**config.mk**
```make
export PLATFORM = sky130hd
export DESIGN_NAME = spi_reg_ctrl
export DESIGN_NICKNAME = d
export VERILOG_FILES = /design/src/rtl/spi_reg_ctrl.sv
export SDC_FILE = /design/constraint.sdc
export NUM_CORES = 1
export LEC_CHECK = 0
export CAP_MARGIN = 10
export CORE_MARGIN = 5
export CORE_UTILIZATION = 45
export CTS_BUF_LIST = sky130_fd_sc_hd__clkbuf_16
export CTS_CLUSTER_SIZE = 28
export DETAILED_ROUTE_END_ITERATION = 16
export GPL_TIMING_DRIVEN = 0
export HOLD_SLACK_MARGIN = 0.06
export PLACE_DENSITY = 0.74
export SLEW_MARGIN = 40
export SYNTH_ARGS = -nofsm -noshare
export SYNTH_HDL_FRONTEND = slang
export SYNTH_SLANG_ARGS = --single-unit
```
**constraint.sdc**
```tcl
create_clock -name clk -period 5 [get_ports clk]
set_clock_uncertainty 0.1 [all_clocks]
set_input_delay 1 -clock clk [delete_from_list [all_inputs] [get_ports clk]]
set_output_delay 1 -clock clk [all_outputs]
set_load 0.005 [all_outputs]
```
**src/rtl/spi_reg_ctrl.sv**
```systemverilog
// SPI register-bus bridge: byte 0 = {rw, addr[6:0]}, then data bytes; burst addressing when SPI_REG_CTRL_BURST_EN is defined.
// Latency: rx edge registered one cycle; read data reaches tx_byte/trans_flag ack latency + 2 cycles after the rx edge.
// Backpressure: strobes hold until reg_ack or ACK_TIMEOUT cycles; cs high drops strobes combinationally and abandons the access.
`timescale 1ns/1ps
module spi_reg_ctrl #(
    parameter int unsigned ACK_TIMEOUT = 64,
    parameter logic [7:0]  ERR_BYTE    = 8'hEE
) (
    input  logic       clk,
    input  logic       rst,
    input  logic       cs,
    input  logic [7:0] rx_byte,
    input  logic       rx_flag,
    input  logic       tx_end_flag,
    output logic       trans_flag,
    output logic [7:0] tx_byte,
    output logic [6:0] reg_addr,
    output logic [7:0] reg_wdata,
    output logic       reg_wr,
    output logic       reg_rd,
    input  logic [7:0] reg_rdata,
    input  logic       reg_ack,
    output logic       err
);

    localparam int CNT_W = $clog2(ACK_TIMEOUT + 1);

    typedef enum logic [2:0] {
        S_IDLE,
        S_CMD,
        S_WDATA,
        S_WBUS,
        S_RBUS,
        S_TX,
        S_DONE
    } state_t;

    state_t           state_q, state_d;
    logic [CNT_W-1:0] cnt_q, cnt_d;
    logic             trans_flag_q, trans_flag_d;
    logic [7:0]       tx_byte_q, tx_byte_d;
    logic [6:0]       reg_addr_q, reg_addr_d;
    logic [7:0]       reg_wdata_q, reg_wdata_d;
    logic             reg_wr_q, reg_wr_d;
    logic             reg_rd_q, reg_rd_d;
    logic             err_q, err_d;
    logic             rx_prev_q, rx_prev_d;
    logic             rx_edge_q, rx_edge_d;
    logic             tx_prev_q, tx_prev_d;
    logic             tx_edge_q, tx_edge_d;
    logic             cs_prev_q, cs_prev_d;
    logic             bus_timeout;

    // Next-state logic: edge detection, frame FSM, bus timeout counter
    always_comb begin
        state_d      = state_q;
        cnt_d        = cnt_q;
        trans_flag_d = trans_flag_q;
        tx_byte_d    = tx_byte_q;
        reg_addr_d   = reg_addr_q;
        reg_wdata_d  = reg_wdata_q;
        reg_wr_d     = reg_wr_q;
        reg_rd_d     = reg_rd_q;
        err_d        = err_q;
        rx_prev_d    = rx_flag;
        rx_edge_d    = rx_flag & ~rx_prev_q;
        tx_prev_d    = tx_end_flag;
        tx_edge_d    = tx_end_flag & ~tx_prev_q;
        cs_prev_d    = cs;
        bus_timeout  = (cnt_q == CNT_W'(ACK_TIMEOUT - 1));

        if (cs) begin
            // Deselected: abandon any access, any pending ack is discarded
            state_d      = S_IDLE;
            cnt_d        = '0;
            trans_flag_d = 1'b0;
            reg_wr_d     = 1'b0;
            reg_rd_d     = 1'b0;
            err_d        = 1'b0;
        end else begin
            case (state_q)
                S_IDLE: begin
                    // cs was high last cycle and is low now: frame start
                    if (cs_prev_q) begin
                        state_d      = S_CMD;
                        trans_flag_d = 1'b0;
                    end
                end
                S_CMD: begin
                    trans_flag_d = 1'b0;
                    if (rx_edge_q) begin
                        reg_addr_d = rx_byte[6:0];
                        if (rx_byte[7]) begin
                            reg_rd_d = 1'b1;
                            cnt_d    = '0;
                            state_d  = S_RBUS;
                        end else begin
                            state_d  = S_WDATA;
                        end
                    end
                end
                S_WDATA: begin
                    if (rx_edge_q) begin
                        reg_wdata_d = rx_byte;
                        reg_wr_d    = 1'b1;
                        cnt_d       = '0;
                        state_d     = S_WBUS;
                    end
                end
                S_WBUS: begin
                    if (reg_ack || bus_timeout) begin
                        reg_wr_d = 1'b0;
                        cnt_d    = '0;
                        if (!reg_ack) begin
                            err_d = 1'b1;
                        end
`ifdef SPI_REG_CTRL_BURST_EN
                        reg_addr_d = reg_addr_q + 7'd1;
                        state_d    = S_WDATA;
`else
                        state_d    = S_DONE;
`endif
                    end else begin
                        cnt_d = cnt_q + CNT_W'(1);
                    end
                end
                S_RBUS: begin
                    if (reg_ack || bus_timeout) begin
                        reg_rd_d     = 1'b0;
                        cnt_d        = '0;
                        trans_flag_d = 1'b1;
                        state_d      = S_TX;
                        if (reg_ack) begin
                            tx_byte_d = reg_rdata;
                        end else begin
                            tx_byte_d = ERR_BYTE;
                            err_d     = 1'b1;
                        end
                    end else begin
                        cnt_d = cnt_q + CNT_W'(1);
                    end
                end
                S_TX: begin
                    if (tx_edge_q) begin
`ifdef SPI_REG_CTRL_BURST_EN
                        // Prefetch the next address; trans_flag stays high
                        reg_addr_d = reg_addr_q + 7'd1;
                        reg_rd_d   = 1'b1;
                        cnt_d      = '0;
                        state_d    = S_RBUS;
`else
                        trans_flag_d = 1'b0;
                        state_d      = S_DONE;
`endif
                    end
                end
                S_DONE: begin
                    trans_flag_d = 1'b0;
                end
                default: begin
                    state_d = S_IDLE;
                end
            endcase
        end
    end

    // State and registered outputs, asynchronous reset
    always_ff @(posedge clk or posedge rst) begin
        if (rst) begin
            state_q      <= S_IDLE;
            cnt_q        <= '0;
            trans_flag_q <= 1'b0;
            tx_byte_q    <= 8'h00;
            reg_addr_q   <= 7'h00;
            reg_wdata_q  <= 8'h00;
            reg_wr_q     <= 1'b0;
            reg_rd_q     <= 1'b0;
            err_q        <= 1'b0;
            rx_prev_q    <= 1'b0;
            rx_edge_q    <= 1'b0;
            tx_prev_q    <= 1'b0;
            tx_edge_q    <= 1'b0;
            cs_prev_q    <= 1'b0;
        end else begin
            state_q      <= state_d;
            cnt_q        <= cnt_d;
            trans_flag_q <= trans_flag_d;
            tx_byte_q    <= tx_byte_d;
            reg_addr_q   <= reg_addr_d;
            reg_wdata_q  <= reg_wdata_d;
            reg_wr_q     <= reg_wr_d;
            reg_rd_q     <= reg_rd_d;
            err_q        <= err_d;
            rx_prev_q    <= rx_prev_d;
            rx_edge_q    <= rx_edge_d;
            tx_prev_q    <= tx_prev_d;
            tx_edge_q    <= tx_edge_d;
            cs_prev_q    <= cs_prev_d;
        end
    end

    // cs high kills strobes and transmit mode in the same cycle
    assign reg_wr     = reg_wr_q & ~cs;
    assign reg_rd     = reg_rd_q & ~cs;
    assign trans_flag = trans_flag_q & ~cs;
    assign tx_byte    = tx_byte_q;
    assign reg_addr   = reg_addr_q;
    assign reg_wdata  = reg_wdata_q;
    assign err        = err_q;

endmodule

```
# After elaboration in Yosys (flattened, before gate mapping)
# Index checks and enable logic that the tools add are counted.
[classes]
n_eq_ne = 16
reduce_logical = 19
add_sub_neg = 1
mux = 33
n_bitwise = 8
[ops]
columns = ["op", "n"]
rows = [
  ["two-way mux 7 bit", 5],
  ["two-way mux 3 bit", 8],
  ["inequality test 3 bit (second input constant)", 7],
  ["one-hot mux 3 bit (7 select lines)", 1],
  ["one-hot mux 7 bit (3 select lines)", 1],
  ["AND reduction 3 bit", 5],
  ["two-way mux 1 bit", 14],
  ["AND reduction 4 bit", 3],
  ["equality test 3 bit (second input constant)", 3],
  ["two-way mux 8 bit", 1],
  ["adder 7 x 1 -> 7 bit (second input constant)", 1],
  ["equality test 7 x 6 -> 1 bit (second input constant)", 1],
  ["AND reduction 7 bit", 1],
  ["equality test 3 x 2 -> 1 bit (second input constant)", 2],
  ["nonzero test 3 bit", 2],
  ["bitwise AND 1 bit", 5],
  ["nonzero test 5 bit", 1],
  ["inequality test 2 bit (second input constant)", 2],
  ["one-hot mux 1 bit (2 select lines)", 2],
  ["one-hot mux 1 bit (4 select lines)", 1],
  ["nonzero test 2 bit", 2],
  ["nonzero test 4 bit", 1],
  ["OR reduction 2 bit", 2],
  ["equality test 3 x 1 -> 1 bit (second input constant)", 1],
  ["3 further kinds", 5],
]
[word_totals]
elab_cells = 91
regBits = 42
output_inout_bits = 27
inputBits = 22

# Logic depth before layout (Yosys ltp)
[depth]
depth_word = 5
mapped_depth = 7

# Least setup slack after synthesis
# Ideal clock, no wire load.
[synth_path]
path_type = "input-to-output"
start = "input port cs"
end = "output port reg_rd"
cell_stages = 3
arrival_ps = 1543
path_slack_ps = 2357
required_time_ps = 3900
cell_sequence = "clkbuf_1 > buf_2 > nor2b_1"
[synth_between]
elab_chain_len = 2
[synth_rtl]
columns = ["element", "line_no", "rtl"]
rows = [
  ["start, declared", "11", "input logic cs,"],
  ["NOT 1 bit (no line)", "-", ""],
  ["bitwise AND 1 bit", "204", "assign reg_rd = reg_rd_q & ~cs;"],
  ["end, declared", "20", "output logic reg_rd,"],
]
# No other way between the ends.

# Worst setup path in the final report
[layout_path]
start = "input port cs"
end = "output port reg_wr"
[layout_between]
elab_chain_len = 2
[layout_rtl]
columns = ["element", "line_no", "rtl"]
rows = [
  ["NOT 1 bit (no line)", "-", ""],
  ["bitwise AND 1 bit", "203", "assign reg_wr = reg_wr_q & ~cs;"],
  ["end, declared", "19", "output logic reg_wr,"],
]
# No other way between the ends.

==> qor.txt <==
Die H: 75.1 um
Layout cells sized above 1: 17.1%
Mean post-synth cell area: 11.6 sq um
Crit path buffers/inverters: 4
Worst Path Arrival: 2740 ps
Critical-path cell list: clkdlybuf4s50_1 -> clkbuf_1 -> buf_2 -> nor2b_1 -> clkdlybuf4s50_1
Seq cells post-synth: 42
Setup TNS: 0 ps
DRT Pass-1 Iters: 4
CP Launch Type: input pin
Slew HR: 50.4%
Reg clk slew, reported paths: 60 ps
# port buffers: 48
Layout fillers: 297
Top delay family on crit path: buffers and inverters
WP data required: 3900 ps
Min Tclk post-route: 3840 ps
R2r startpoint: state_q[0]
Iter 0 DRT Violations: 86
Power Total: 1.29 mW
CP max stage cell: clkdlybuf4s50_1
Core Rows: 23
I/O pins: 49
Post-route ant nets: 0
Largest net degree at the start of global routing: 25
Worst min-delay path startpoint: tx_prev_q
Antenna Cells: 0
Max cap viols: 0
Util after Layout: 64.9%
Syn Nets: 188
Total congestion overflow: 0
NumNets Final: 244
R2R depth: 7
Starting density of the core: 47.0%
Commonest non-fill, non-tap cell in the layout: clkdlybuf4s50_1
Met1 global-route usage: 21.4%
CORE AREA: 4060 sq um
TritonCTS clock tree: yes
Pwr/cell area: 491 nW/um^2
Hold crit path type: reg -> reg
Clock insertion delay at the later pin of the skew report: 280 ps
Number of antenna violations at the first check in global routing: 0
Most frequent cells in the layout: 48 x clkdlybuf4s50_1, 42 x dfrtp_1, 16 x mux2_2, 14 x nor2_1, 13 x o21ai_0
Slew Viols, Final: 0
Most frequent CP cell: clkdlybuf4s50_1
Final wirelength: 4530 um
FF-to-FF End: state_q[1]
Yosys cell types: 35
Period utilisation layout: 76.8%
Post-CTS setup buffer count: 0
Die area: 5640 sq um
Synthesized area: 1910 sq um
GR met3 Demand/Resource: 7.61%
# clock sinks: 42
RSZ-0062 raised after global routing: no
DR vias: 1536
Hold_buf cts: 0
Total track usage: 17.5%
Chip width: 75.1 um
Sequential fraction of the synthesis area: 55.1%
Final hold viol count: 0
Synth area leaders: dfrtp_1 55%, mux2_2 9.4%, o21ai_0 3.4%
Gr busiest metal: met2
Status: completed
Clock Path Buffers: 2
Top cell type by total area after synthesis: dfrtp_1
Leakage: 1.10 nW
Met2 usage: 28.0%
YS warnings: 0
Crit end category: output port
Post-Synthesis Cells: 165
Vias in the first global route: 1566
Num CTS Buffers: 5
Max stage delay on crit path: 510 ps
Post-CTS sizing: 0
Post-detail-place hpwl: 3260 um
Worst-Margin Slew: 742 ps
Crit Path Max Fanout: 10
Final setup violation count: 0
Area growth from synthesis to layout: 38.1%
Reg2Reg Setup Slack: 2850 ps
H-tree depth: 2
Worst VDD drop: 0.309 mV
Fmax: 0.260 GHz
DRC viols: 0
DR WL/cell: 16.6 um
Hold Crit Endpoint: tx_edge_q
CP Class: in -> out
Hold Path Stages: 1
Via density: 5.65
First-pass GRT wire length: 7390 um
Root Driver: clkbuf_16
Post-synth top area share: 55.1%
Routability Congestion: 0.884
[report_power, final]
part,leakage (nW),switching (mW),internal [mW]
clock network,0.0672,0.126,0.182
logic,0.499,0.186,0.296
registers,0.534,0.0593,0.443
[how the worst max path moves through the flow]
stage               start      to  slack, ps  cells after the start
floorplan              cs  reg_rd       2360                      3
global placement       cs  reg_wr       1210                      5
detailed placement     cs  reg_rd       1170                      5
CTS                    cs  reg_rd       1170                      5
global route           cs  reg_wr       1010                      5
finish                 cs  reg_wr       1160                      5
[Yosys cell counts (all sizes together)]
| cell type | count |
|---|---|
| nor2 | 14 |
| a22o | 2 |
| ha | 1 |
| clkbuf | 3 |
| nand2b | 2 |
| o22a | 7 |
| nor3 | 2 |
| nor4b | 3 |
| dfrtp | 42 |
| o211ai | 1 |
| nor3b | 3 |
| or4b | 1 |
| or3b | 1 |
| nand2 | 8 |
| buf | 7 |
| o221a | 1 |
| o22ai | 1 |
| nand3 | 5 |
| mux2 | 16 |
| o21ai | 13 |
| o21a | 2 |
| o31ai | 2 |
| inv | 3 |
| a21oi | 6 |
| a211o | 2 |
| nand3b | 1 |
| mux2i | 1 |
| xor2 | 1 |
| nor2b | 10 |
| a32o | 2 |
| nor4 | 2 |
[state kept, by name, summed over array words and instances (netlist names)]
signal,count
reg_rd_q,1
state_q,3
reg_addr,7
tx_byte,8
reg_wr_q,1
tx_prev_q,1
rx_prev_q,1
err,1
trans_flag_q,1
tx_edge_q,1
reg_wdata,8
cnt_q,7
cs_prev_q,1
rx_edge_q,1
[per-stage QoR]
| step | std cells | cell area (sq um) | hold WS (ps) | setup slack, ps |
|---|---|---|---|---|
| CTS | 272 | 2630 | 299 | 1170 |
| detailed placement | 264 | 2490 | 291 | 1170 |
| global route | 272 | 2630 | 311 | 1010 |
| floorplan | 165 | 1910 | 278 | 2360 |
| finish | 272 | 2630 | 294 | 1160 |
| global placement | 263 | 2450 | 286 | 1210 |
[per-layer routing]
metal | routed length (um) | share of wire, % | vias to the layer above
met5 | 0 | 0 | -
met4 | 84 | 1.9 | 0
met3 | 449 | 9.9 | 12
met2 | 2200 | 49 | 74
met1 | 1790 | 40 | 745
li1 | - | - | 705
[cell families after synthesis]
| group | synth area share (%) |
|---|---|
| simple gates | 15.3 |
| mux | 9.97 |
| compound gates | 14.7 |
| fa+ha+maj | 0.656 |
| buf+inv | 3.81 |
| xor+xnor | 0.459 |
| flops | 55.1 |
[cell type report]
| type | instances | area [sq um] | share of cell area, % |
|---|---|---|---|
| sequential | 42 | 1050 | 39.9 |
| multi-input combinational | 110 | 798 | 30.3 |
| timing repair buffer | 49 | 508 | 19.3 |
| clock buffer | 5 | 125 | 4.75 |
| tap | 50 | 62.6 | 2.38 |
| buffer | 10 | 61.3 | 2.33 |
| clock inverter | 3 | 16.3 | 0.618 |
| inverter | 3 | 11.3 | 0.428 |
No activity file was read; power rests on OpenSTA's default activity.
